==> src/rtl/fpu_pkg.sv <==
// Shared types and constants for the single-precision mantissa multiplier.
//   state_e  : controller states (IDLE / BUSY / DONE)
//   fp32_t   : IEEE-754 single-precision field layout
//   mant_of  : extracts {hidden, fraction} from a packed operand
package fpu_pkg;

  localparam int unsigned OP_W   = 32;
  localparam int unsigned MANT_W = 24;
  localparam int unsigned PROD_W = 48;
  localparam int unsigned ITERS  = 12;
  localparam int unsigned CNT_W  = 4;
  localparam int unsigned A3_W   = MANT_W + 2;

  typedef enum logic [1:0] {
    IDLE = 2'd0,
    BUSY = 2'd1,
    DONE = 2'd2
  } state_e;

  typedef struct packed {
    logic        sign;
    logic [7:0]  exp;
    logic [22:0] frac;
  } fp32_t;

  // The hidden bit is set for every non-zero exponent (denormals/zero give 0).
  function automatic logic [MANT_W-1:0] mant_of(input fp32_t op);
    return {(op.exp != 8'd0), op.frac};
  endfunction

endpackage

==> src/rtl/fpu_r4_step.sv <==
// One radix-4 step: pick 0/A/2A/3A from a multiplier digit and add it to the
// accumulator at weight 4^count.
//   acc_i     : running accumulator
//   a_i       : multiplicand A
//   a3_i      : precomputed 3A
//   digit_i   : current two-bit multiplier digit
//   count_i   : iteration index (digit weight)
//   acc_nxt_c : accumulator after this step (combinational)
module fpu_r4_step
  import fpu_pkg::*;
(
  input  logic [PROD_W-1:0] acc_i,
  input  logic [MANT_W-1:0] a_i,
  input  logic [A3_W-1:0]   a3_i,
  input  logic [1:0]        digit_i,
  input  logic [CNT_W-1:0]  count_i,
  output logic [PROD_W-1:0] acc_nxt_c
);

  logic [A3_W-1:0]   pp;
  logic [PROD_W-1:0] pp_sh;

  always_comb begin
    pp = '0;
    unique case (digit_i)
      2'd0:    pp = '0;
      2'd1:    pp = A3_W'(a_i);
      2'd2:    pp = A3_W'({a_i, 1'b0});
      default: pp = a3_i;
    endcase
    // Never overflows: the partial sum is always below the final 48-bit product.
    pp_sh     = PROD_W'(pp) << {count_i, 1'b0};
    acc_nxt_c = acc_i + pp_sh;
  end

endmodule

==> src/rtl/fpu_mant_mult.sv <==
// Iterative 24x24 mantissa multiplier, two multiplier bits per cycle.
//   clock, reset_n      : clock, async active-low reset
//   in_valid / in_ready : operand handshake (ready only in IDLE)
//   opa, opb            : IEEE-754 single-precision operands
//   flush               : synchronous squash, highest priority
//   out_valid/out_ready : product handshake (valid only in DONE)
//   opa_q, opb_q        : captured operands, forwarded unchanged
//   mult_result         : exact unsigned 48-bit mantissa product
module fpu_mant_mult #(
  parameter int unsigned ITERS = fpu_pkg::ITERS
) (
  input  logic                       clock,
  input  logic                       reset_n,
  input  logic                       in_valid,
  output logic                       in_ready,
  input  logic [fpu_pkg::OP_W-1:0]   opa,
  input  logic [fpu_pkg::OP_W-1:0]   opb,
  input  logic                       flush,
  output logic                       out_valid,
  input  logic                       out_ready,
  output logic [fpu_pkg::OP_W-1:0]   opa_q,
  output logic [fpu_pkg::OP_W-1:0]   opb_q,
  output logic [fpu_pkg::PROD_W-1:0] mult_result
);

  import fpu_pkg::*;

  state_e              state_q, state_d;
  logic                in_ready_q, in_ready_d;
  logic                out_valid_q, out_valid_d;
  logic [MANT_W-1:0]   a_q, b_q, a_d;
  logic [A3_W-1:0]     a3_q, a3_d;
  logic [PROD_W-1:0]   acc_q, acc_nxt;
  logic [CNT_W-1:0]    count_q;
  logic [OP_W-1:0]     opa_r_q, opb_r_q;
  logic                accept, step, last, hshake;

  // Flush outranks every other event in the same cycle.
  assign accept = in_valid & in_ready_q & ~flush;
  assign step   = (state_q == BUSY) & ~flush;
  assign last   = (count_q == CNT_W'(ITERS - 1));
  assign hshake = out_valid_q & out_ready & ~flush;

  assign a_d  = mant_of(opa);
  assign a3_d = A3_W'(a_d) + (A3_W'(a_d) << 1);

  // State register.
  always_ff @(posedge clock or negedge reset_n) begin
    if (!reset_n) state_q <= IDLE;
    else          state_q <= state_d;
  end

  // Next-state logic.
  always_comb begin
    state_d = state_q;
    if (flush) begin
      state_d = IDLE;
    end else begin
      unique case (state_q)
        IDLE:    if (accept) state_d = BUSY;
        BUSY:    if (last)   state_d = DONE;
        DONE:    if (hshake) state_d = IDLE;
        default: state_d = IDLE;
      endcase
    end
  end

  // Handshake flags are decoded from the upcoming state so they are registered.
  always_comb begin
    in_ready_d  = 1'b0;
    out_valid_d = 1'b0;
    in_ready_d  = (state_d == IDLE);
    out_valid_d = (state_d == DONE);
  end

  always_ff @(posedge clock or negedge reset_n) begin
    if (!reset_n) begin
      in_ready_q  <= 1'b1;
      out_valid_q <= 1'b0;
    end else begin
      in_ready_q  <= in_ready_d;
      out_valid_q <= out_valid_d;
    end
  end

  fpu_r4_step u_step (
    .acc_i     (acc_q),
    .a_i       (a_q),
    .a3_i      (a3_q),
    .digit_i   (b_q[1:0]),
    .count_i   (count_q),
    .acc_nxt_c (acc_nxt)
  );

  // Operand capture and iteration datapath.
  always_ff @(posedge clock or negedge reset_n) begin
    if (!reset_n) begin
      opa_r_q <= '0;
      opb_r_q <= '0;
      a_q     <= '0;
      a3_q    <= '0;
      b_q     <= '0;
      acc_q   <= '0;
      count_q <= '0;
    end else if (accept) begin
      opa_r_q <= opa;
      opb_r_q <= opb;
      a_q     <= a_d;
      a3_q    <= a3_d;
      b_q     <= mant_of(opb);
      acc_q   <= '0;
      count_q <= '0;
    end else if (step) begin
      acc_q   <= acc_nxt;
      b_q     <= b_q >> 2;
      count_q <= count_q + CNT_W'(1);
    end
  end

  assign in_ready    = in_ready_q;
  assign out_valid   = out_valid_q;
  assign opa_q       = opa_r_q;
  assign opb_q       = opb_r_q;
  assign mult_result = acc_q;

endmodule

==> config.mk <==
export PLATFORM = sky130hd
export DESIGN_NAME = fpu_mant_mult
export DESIGN_NICKNAME = d
export VERILOG_FILES = /design/src/rtl/fpu_pkg.sv /design/src/rtl/fpu_r4_step.sv /design/src/rtl/fpu_mant_mult.sv
export SDC_FILE = /design/constraint.sdc
export NUM_CORES = 1
export LEC_CHECK = 0
export BUFFER_PORTS_ARGS = -buffer_cell sky130_fd_sc_hd__buf_2
export CAP_MARGIN = 5
export CORE_MARGIN = 4
export CORE_UTILIZATION = 48
export CTS_BUF_LIST = sky130_fd_sc_hd__clkbuf_16
export DETAILED_ROUTE_END_ITERATION = 8
export GPL_TIMING_DRIVEN = 0
export PLACE_DENSITY_LB_ADDON = 0.12
export RECOVER_POWER = 25
export SLEW_MARGIN = 30
export SYNTH_ARGS = -nofsm -noshare
export SYNTH_HDL_FRONTEND = slang
export SYNTH_SLANG_ARGS = --single-unit
==> constraint.sdc <==
create_clock -name clock -period 5.3 [get_ports clock]
set_input_delay 0.265 -clock clock [delete_from_list [all_inputs] [get_ports clock]]
set_output_delay 0.265 -clock clock [all_outputs]
set_load 0.1 [all_outputs]
==> results of run 1 <==
sequential cells by signal (all words and copies together), names as in the netlist:
name	cells
mult_result	48
opb_q	32
a3_q	25
a_q	24
b_q	24
opa_q	9
count_q	4
state_q	2
in_ready	1
out_valid	1
layer usage:
| layer | vias up | track usage, % | wire length (µm) |
|---|---|---|---|
| met4 | 0 | 6.99 | 755 |
| li1 | 5410 | - | - |
| met5 | - | 0 | 0 |
| met1 | 5268 | 33.6 | 15900 |
| met3 | 48 | 3.93 | 1600 |
| met2 | 279 | 42.2 | 17000 |
cell families after synthesis:
family | count (synthesis) | share of synthesized area (%)
buf+inv | 124 | 4.61
flops | 170 | 35.4
simple gates | 494 | 18.3
fa+ha+maj | 76 | 8.04
xor+xnor | 50 | 3.65
compound gates | 386 | 21.1
mux | 104 | 8.93
placed cells by master (no fill, tap or decap), types with 10 or more instances in the layout:
master / synthesis / layout
nand2_1: 297 / 297
buf_2: 1 / 181
dfrtp_1: 169 / 169
o21ai_0: 130 / 125
mux2i_1: 79 / 79
ha_1: 74 / 74
a21oi_1: 70 / 69
clkbuf_1: 69 / 65
nor2_1: 57 / 57
a21o_1: 41 / 41
a22o_1: 29 / 29
xnor2_1: 28 / 28
mux2_2: 25 / 25
inv_1: 24 / 24
buf_4: 23 / 24
xor2_1: 22 / 22
or3_1: 19 / 19
nand3_1: 18 / 18
nand2b_1: 17 / 17
clkbuf_16: 0 / 17
nor3_1: 13 / 13
and3_1: 13 / 13
nor2b_1: 12 / 12
o22ai_1: 12 / 12
and2_1: 10 / 10
nand4_1: 10 / 10
a211oi_1: 10 / 10
where the power goes:
part / switching, mW / internal (mW) / total [mW]
Clock: 0.680 / 0.658 / 1.34
Sequential: 0.140 / 1.48 / 1.62
Combinational: 1.56 / 0.585 / 2.15
Total: 2.38 / 2.73 / 5.11
what timing repair did:
action / 4_1_cts / 5_1_grt
buffers inserted: 0 / 1
setup endpoints to repair: 11 / 11
resized for setup: 2 / 19
endpoints found under the hold margin: 170 / 0
hold buffers: 2 / 0
pin swaps: 0 / 1
final cells by class:
cell class / instances / share of cell area [%]
Multi-Input combinational cell: 1110 / 51.3
Antenna cell: 1 / 0.0178
Inverter: 25 / 0.669
Buffer: 99 / 3.39
Sequential cell: 170 / 30.3
Tap cell: 324 / 2.89
Clock buffer: 17 / 3.03
Timing Repair Buffer: 187 / 6.86
Clock inverter: 15 / 1.48
metrics by stage:
| stage | util [%] | setup TNS [ns] |
|---|---|---|
| 3_5_place_dp | 54.7 | -1.88 |
| 4_1_cts | 57.4 | 0 |
| 3_3_place_gp | 54.5 | -1.19 |
| 6_report | 57.4 | 0 |
| 5_1_grt | 57.4 | 0 |
| 2_1_floorplan | - | 0 |
worst max-delay path, cell delays in order, from the launching register on:
cell,delay (ns)
dfrtp_1,0.39
clkbuf_4,0.24
clkbuf_4,0.26
mux2_2,0.36
a22o_1,0.23
mux2i_1,0.25
mux2i_1,0.14
mux2i_1,0.32
o22ai_1,0.19
ha_1,0.37
a21o_1,0.18
a21o_1,0.18
and3_1,0.18
or4_1,0.48
a31o_2,0.29
o211ai_2,0.24
a21boi_0,0.15
or3_1,0.33
a32o_1,0.26
how the worst max path moves through the flow:
stage / cells past startpoint / startpoint / end / slack (ns)
2_1_floorplan: 18 / b_q[0] / mult_result[36] / 0.74
3_3_place_gp: 18 / b_q[0] / mult_result[38] / -0.20
3_5_place_dp: 18 / b_q[0] / mult_result[38] / -0.23
4_1_cts: 19 / b_q[0] / mult_result[46] / 0.03
5_1_grt: 21 / b_q[0] / mult_result[36] / 0.03
6_report: 18 / b_q[0] / mult_result[39] / 0.16
==> metrics, run 1 <==
status=finished with violations; failing checks=capacitance limit, slew limit; H-tree levels=4; unrepaired setup endpoints after global routing=no; reg2reg setup slack=0.16 ns; Setup crit start kind=flip-flop; routability cong.=0.919; Worst Tran Pin Value=3.75 ns; largest area contributor in the netlist=dfrtp_1; wire length per cell=18.1 µm; DRC Markers=0; Cell Rows=57; Power Density=364 nW/µm²; # IOs=183; initial antenna violation count=1; fillers=2,313; Critical R2R Launch=b_q[0]; worst vdd ir=0.233 mV; DIE WIDTH=166 µm; Final #Nets=1,755; FF+latch count, synth=170; WL final=35.3 mm; root buffer cell=clkbuf_16; area of the multi-input gates=7200 µm²; GRT overflow=0; R2R depth=18; vias in the first global route=10,700; clock sink count=170; detailed placement HPWL=27.5 mm; placed inst area=13,400 µm²; worst skew pair latency=0.45 ns; Post-Layout Inst Area=14,000 µm²; post-route setup slack=0.162 ns; final setup fails=0; Hold EP=opb_q[31]; skew final=0.0157 ns; Tmin final=5.14 ns; Crit path required time=5.64 ns; worst reg2reg path endpoint=mult_result[39]; CORE AREA=24,500 µm²; vias=11,000; relative slew slack=-150%; fmax=195 MHz; Max Cap Violations=2; crit path max fanout=10; count leader, synth=nand2_1; static leakage=7.00 nW; Worst Path Arrival=5.48 ns; largest net degree at the start of global routing=84; Seq/Total Area, Yosys=35.4%; DP Worst Slack=-0.234 ns; Post-Synthesis Cell Area=12,000 µm²; die area=27,600 µm²; Clock transition at path regs=0.08 ns; final hold vios=0; CTS tree=done; initial core utilization=49.1%; synth warn=0; post-route ant nets=0; Worst Hold Depth=3; first-pass GRT wire length=56.9 mm; Vert. Die Dim=166 µm; Placed Cells incl. Taps=1,912; distinct cell type count after synthesis=74; Post-Layout Cell Count=1,948; Hold Worst Slack=0.0115 ns; Iteration-0 DRC Markers=706; register area=4260 µm²; TritonRoute pass-1 iters=5; main flop type after synthesis=dfrtp_1; clock tree buffer depth=2; syn_area_per_cell=8.55 µm²; TritonCTS Buffers=17; Setup CP Type=reg2reg; CP endpoint kind=flip-flop; fin crit share=96.9%; Async SR Flop Fraction=100%; Port-buffer cells=182; Mapped Cells=1,404; synthesized net count=1,549; top cell type's share of synthesized area=35.2%; Via density=5.65; area growth from synthesis to layout=16.8%; top cells by count, synth=297 x nand2_1, 169 x dfrtp_1, 130 x o21ai_0, 79 x mux2i_1, 74 x ha_1; worst min path class=in2reg; Pins Over Slew Limit=168; Power Total=5.11 mW; Hold Startpoint=opb[31]; Synth area leaders=dfrtp_1 35%, nand2_1 9.3%, ha_1 7.7%; gr usage total=25.0%; EDFF count, synth=0; fraction of final layout cells sized beyond drive strength 1=18.1%
Note: power is estimated with default switching activity, not from simulation.
==> run 2: changes to the inputs <==
Settings changed: ABC_AREA set to 1, CORE_UTILIZATION 48 to 59.
==> metrics, run 2 <==
status=finished with violations; failing checks=capacitance limit, slew limit; top cells by count, synth=767 x nand2_1, 194 x inv_1, 175 x nor2_1, 169 x dfrtp_1, 146 x o21ai_0; largest net degree at the start of global routing=88 (+4.8%); P_sw=3.42 mW (+44%); clock tree buffer depth=2 (unchanged); skew final=0.0129 ns (-0.00281 ns); crit path max fanout=10 (unchanged); CTS tree=done; Power Density=416 nW/µm² (+14%); Combinational Power Share=52.5% (+11 points); clock share of power=21.0% (-5.2 points); static leakage=8.40 nW (+20%); max FFs per register=48 (unchanged); unrepaired setup endpoints after global routing=no; TritonCTS Buffers=17 (unchanged); Reg power frac=26.4% (-5.4 points); TritonRoute pass-1 iters=8 (+3); PostCTS Resize Cnt=0 (-2); R2R depth=20 (+2); worst reg2reg path endpoint=mult_result[41]; reg2reg setup slack=1.34 ns (+1.17 ns); vias in the first global route=14,900 (+40%); Pint=2.93 mW (+7.4%); Clock transition at path regs=0.09 ns (about the same); Post-Layout Inst Area=15,300 µm² (+9.0%); Inserted Diodes=0 (-1); most frequent cells in the layout=767 x nand2_1, 195 x buf_2, 194 x inv_1, 175 x nor2_1, 169 x dfrtp_1; syn_area_per_cell=6.38 µm² (-25%); Power Total=6.35 mW (+24%); main flop type after synthesis=dfrtp_1; root buffer cell=clkbuf_16; Worst Tran Pin Value=2.13 ns (-1.63 ns); Vert. Die Dim=159 µm (-4.6%); FF+latch count, synth=170 (unchanged); switching share of power=53.9% (+7.3 points); fmax=252 MHz (+30%); die area=25,100 µm² (-9.0%); CP endpoint kind=flip-flop; Mapped Cells=2,095 (+49%); detailed placement HPWL=40.3 mm (+47%); synthesized net count=2,240 (+45%); most common cell after layout, fill and taps aside=nand2_1; synth warn=0 (unchanged); WL final=50.5 mm (+43%); wire length per cell=19.5 µm (+7.5%); setup TNS after final layout=0 ns (unchanged); # IOs=183 (unchanged); placed inst area=14,700 µm² (+9.7%); vias=15,400 (+40%); Hold Startpoint=opa[31]; GRT overflow=0 (unchanged); EDFF count, synth=0 (unchanged); Worst Path Arrival=4.30 ns (-1.18 ns); worst vdd ir=0.340 mV (+46%); worst skew pair latency=0.45 ns (about the same); worst min path class=in2reg; Setup crit start kind=flip-flop; Crit path required time=5.63 ns (about the same); area growth from synthesis to layout=14.4%; Setup CP Type=reg2reg; initial antenna violation count=0 (-1); Hold EP=opa_q[31]; Port-buffer cells=182 (unchanged); top cell type's share of synthesized area=31.6% (-3.6 points); DIE WIDTH=159 µm (-4.6%); DRC Markers=0 (unchanged); fraction of final layout cells sized beyond drive strength 1=12.3% (-5.8 points); Worst Hold Depth=3 (unchanged); initial core utilization=60.7% (+12 points); Synth area leaders=dfrtp_1 32%, nand2_1 22%, ha_1 6.9%; Critical R2R Launch=b_q[0]; post-route ant nets=0 (unchanged); count leader, synth=nand2_1; final hold vios=0 (unchanged); Max Cap Violations=1 (-1); routability cong.=1.07 (+17%); final setup fails=0 (unchanged); Post-Synthesis Cell Area=13,400 µm² (+11%); CORE AREA=22,000 µm² (-10%); first-pass GRT wire length=77.3 mm (+36%); Iteration-0 DRC Markers=1,512 (+110%); gr usage total=39.8% (+15 points); Async SR Flop Fraction=100% (unchanged); Tmin final=3.96 ns (-1.17 ns); hold_buf cts=1 (-1); Pins Over Slew Limit=88 (-48%); post-CTS setup buffers=0 (unchanged); clock sink count=170 (unchanged); largest area contributor in the netlist=dfrtp_1; Final #Nets=2,444 (+39%); relative slew slack=-41.9% (+110 points); distinct cell type count after synthesis=48 (-35%); H-tree levels=4 (unchanged); fin crit share=74.8% (-22 points); Seq/Total Area, Yosys=31.8% (-3.6 points); Via density=5.95 (+5.3%); Cell Rows=54 (-5.3%)
==> run 2: worst max-delay path: stages, from the launching register on <==
cell and delay, ns:
dfrtp_1 0.51, nand2_4 0.14, buf_2 0.21, o21ai_0 0.26, nand2_1 0.09, o21ai_1 0.13
nand2_1 0.07, o21ai_1 0.16, nand2_1 0.12, nand2_1 0.13, o21ai_1 0.10, ha_1 0.38
nand2_1 0.10, nor2_1 0.38, nand2_1 0.16, nor2_1 0.40, nand3_1 0.20, nand3_1 0.12
nand2_1 0.05, nand3_1 0.06, nand2_1 0.06
==> run 2: worst max-delay path by stage <==
| stage | from | to | depth (start not counted) |
|---|---|---|---|
| 6_report | b_q[0] | mult_result[41] | 20 |
| 5_1_grt | count_q[0] | mult_result[42] | 19 |
| 4_1_cts | count_q[0] | mult_result[42] | 19 |
| 3_5_place_dp | count_q[0] | mult_result[42] | 19 |
| 3_3_place_gp | reset_n | opb_q[28] | 1 |
| 2_1_floorplan | count_q[0] | mult_result[42] | 19 |
==> run 2: area by class of cell <==
cell class              instances  area, µm²
plain buffers                  93        479
clock buffers                  17        425
clock inverters                15        193
fillers                      1935       6740
inverters                     200        753
multi-input cells            1632       7880
flip-flops and latches        170       4260
well taps                     280        350
repair buffers                185        952
==> run 2: through the flow <==
step                hold WS [ns]  cells  utilization, %  worst slack (ns)
finish                    0.0176   2592            69.4              1.34
global placement           0.450   2557            66.4              1.31
global route              0.0213   2592            69.4              1.07
floorplan                -0.0306   2095               -              2.40
CTS                       0.0142   2592            69.6              1.47
detailed placement        0.0945   2559            66.7              1.50
==> run 2: logic make-up after synthesis <==
group	after synthesis	synth area share, %
AOI/OAI and AO/OA	369	15.1
xor gates and xnor gates	11	0.721
adders and majority gates	76	7.23
buffers and inverters	293	9.22
DFF	170	31.8
and+or+nand+nor	1176	35.9
==> run 2: power groups by stage <==
stage                     combinational, mW  sequential, mW  clock (mW)
after floorplan                        1.72            2.41           0
after global placement                 3.20            1.68           0
after detailed placement               3.25            1.69           0
after CTS                              3.27            1.67        1.33
after global routing                   3.56            1.70        1.38
final                                  3.34            1.68        1.34
==> run 2: layer usage <==
| metal | wire, µm | track usage [%] | vias up |
|---|---|---|---|
| li1 | - | - | 7242 |
| met1 | 18300 | 45.6 | 7086 |
| met2 | 24300 | 68.4 | 872 |
| met3 | 4230 | 6.85 | 213 |
| met4 | 3630 | 25.9 | 0 |
| met5 | 0 | 0 | - |
==> run 3: changes to the inputs <==
Settings changed: ABC_AREA 1 to 0, CORE_UTILIZATION 59 to 58.
Clock period 5.3 ns to 3.75 ns, I/O delays scaled along.
==> metrics, run 3 (same netlist as run 1, synthesis figures left out) <==
Critical R2R Launch=b_q[0]; Clock transition at path regs=0.08 ns (about the same); Worst Path Arrival=5.10 ns (+0.80 ns); Cell Rows=52 (-3.7%); initial core utilization=59.2% (-1.5 points); fmax=210 MHz (-17%); fraction of final layout cells sized beyond drive strength 1=29.9% (+18 points); vias in the first global route=11,700 (-21%); worst min path class=in2reg; CTS tree=done; root buffer cell=clkbuf_16; most common cell after layout, fill and taps aside=nand2_1; first-pass GRT wire length=59.6 mm (-23%); area growth from synthesis to layout=35.0%; Tmin final=4.76 ns (+0.795 ns); static leakage=7.89 nW (-6.0%); WP buf/inv=3 (+2); skew final=0.0145 ns (+0.00156 ns); top cell family by delay on the critical path=compound AO/OA/AOI/OAI gates; crit path max fanout=6 (-4); worst vdd ir=0.469 mV (+38%); H-tree levels=4 (unchanged); DRC Markers=0 (unchanged); initial antenna violation count=1 (+1); DIE WIDTH=152 µm (-4.2%); die area=23,100 µm² (-8.2%); Final #Nets=1,901 (-22%); worst-path cell with the longest stage delay=dfrtp_1; status=finished with violations; TritonRoute pass-1 iters=7 (-1); post-route ant nets=0 (unchanged); Post-Layout Inst Area=16,200 µm² (+6.1%); Power Density=501 nW/µm² (+21%); R2R depth=19 (-5.0%); detailed placement HPWL=26.0 mm (-35%); clock tree buffer depth=2 (unchanged); Worst Setup SP=b_q[0]; final hold vios=0 (unchanged); gr usage total=31.0% (-8.8 points); wire length per cell=19.4 µm (-0.36%); max FFs per register=48 (unchanged); relative slew slack=-38.5% (+3.4 points); Hold Startpoint=opa[21]; Port-buffer cells=182 (unchanged); # IOs=183 (unchanged); Final Core Density=79.9% (+10 points); placed inst area=13,400 µm² (-8.9%); CP endpoint kind=flip-flop; Hold EP=a_q[21]; WL final=39.6 mm (-22%); unrepaired setup endpoints after global routing=yes; largest net degree at the start of global routing=88 (unchanged); TritonCTS Buffers=17 (unchanged); worst reg2reg path endpoint=mult_result[38]; final setup fails=29 (+29); DP Worst Slack=-1.27 ns (-2.78 ns); Setup CP Type=reg2reg; Setup crit start kind=flip-flop; post-route setup slack=-1.01 ns (-2.34 ns); clock sink count=170 (unchanged); GRT overflow=0 (unchanged); Crit path required time=4.09 ns (-1.54 ns); fin crit share=127% (+52 points); Via density=6.08 (+2.2%); most frequent cells in the layout=295 x nand2_1, 183 x buf_2, 168 x dfrtp_1, 112 x buf_4, 91 x o21ai_0; Pins Over Slew Limit=85 (-3.4%); Worst Hold Depth=3 (unchanged); vias=12,400 (-20%); Iteration-0 DRC Markers=1,180 (-22%); routability cong.=0.903 (-16%); Worst Tran Pin Value=2.08 ns (-0.0505 ns); Hold Worst Slack=0.000992 ns (-0.0166 ns); Vert. Die Dim=152 µm (-4.2%); slowest cell delay on critical path=0.38 ns (-0.13 ns); setup TNS after final layout=-19.63 ns (-19.63 ns); worst-path cell chain=buf_6 > buf_4 > mux2_2 > a22o_1 > o21ai_1 > mux2i_2 > mux2i_1 > o22ai_1 > ha_1 > and2_4 > a221o_1 > o21ba_4 > o31ai_4 > a211oi_4 > buf_6 > a211oi_4 > o31a_1 > or3_1 > a32o_1; Max Cap Violations=1 (unchanged); reg2reg setup slack=-1.01 ns (-2.34 ns); failing checks=capacitance limit, slew limit, setup timing; worst skew pair latency=0.45 ns (about the same); CORE AREA=20,300 µm² (-7.8%)
## run 3: repair_timing
action,in CTS,in global routing
pin swaps,24,42
hold buffers,57,0
gates resized for setup,94,150
hold endpoints to repair,160,0
cloned,1,0
setup buffers,57,39
endpoints found under the setup margin,38,36
## run 3: layout make-up
cell class	instances	area [µm²]
flip-flops and latches	170	4260
clock inverters	15	221
repair buffers	338	2270
well taps	270	338
clock buffers	17	425
diodes	1	2.50
inverters	25	93.8
plain buffers	94	541
multi-input cells	1110	8070
fillers	1351	4080
## run 3: routing by layer
metal | up-vias | GRT usage [%] | routed length (µm)
met2 | 583 | 53.1 | 19300
li1 | 5707 | - | -
met4 | 0 | 11.0 | 1870
met3 | 168 | 5.12 | 2630
met1 | 5935 | 39.9 | 15800
met5 | - | 0 | 0
## run 3: worst max-delay path by stage
stage / end / slack, ns / depth (start not counted)
final: mult_result[38] / -1.01 / 19
after CTS: mult_result[43] / -0.80 / 18
after global placement: mult_result[42] / -1.22 / 18
after global routing: mult_result[38] / -1.09 / 19
after detailed placement: mult_result[39] / -1.27 / 18
after floorplan: mult_result[38] / -0.44 / 18
## run 3: metrics by stage
stage               power [mW]  std cells
finish                    8.12       2040
global route              8.43       2040
CTS                       7.59       2001
detailed placement        5.34       1858
global placement          5.29       1856
floorplan                 4.67       1404
## run 3: power by group
part	total, mW	internal (mW)	switching, mW
combinational	3.94	1.39	2.54
clock	1.87	0.928	0.944
sequential	2.31	2.10	0.214
## run 3: tightest hold or removal path, delay by kind of cell
| family | cells | cell delay, ns |
|---|---|---|
| simple gates | 2 | 0.11 |
| buf+inv | 1 | 0.11 |
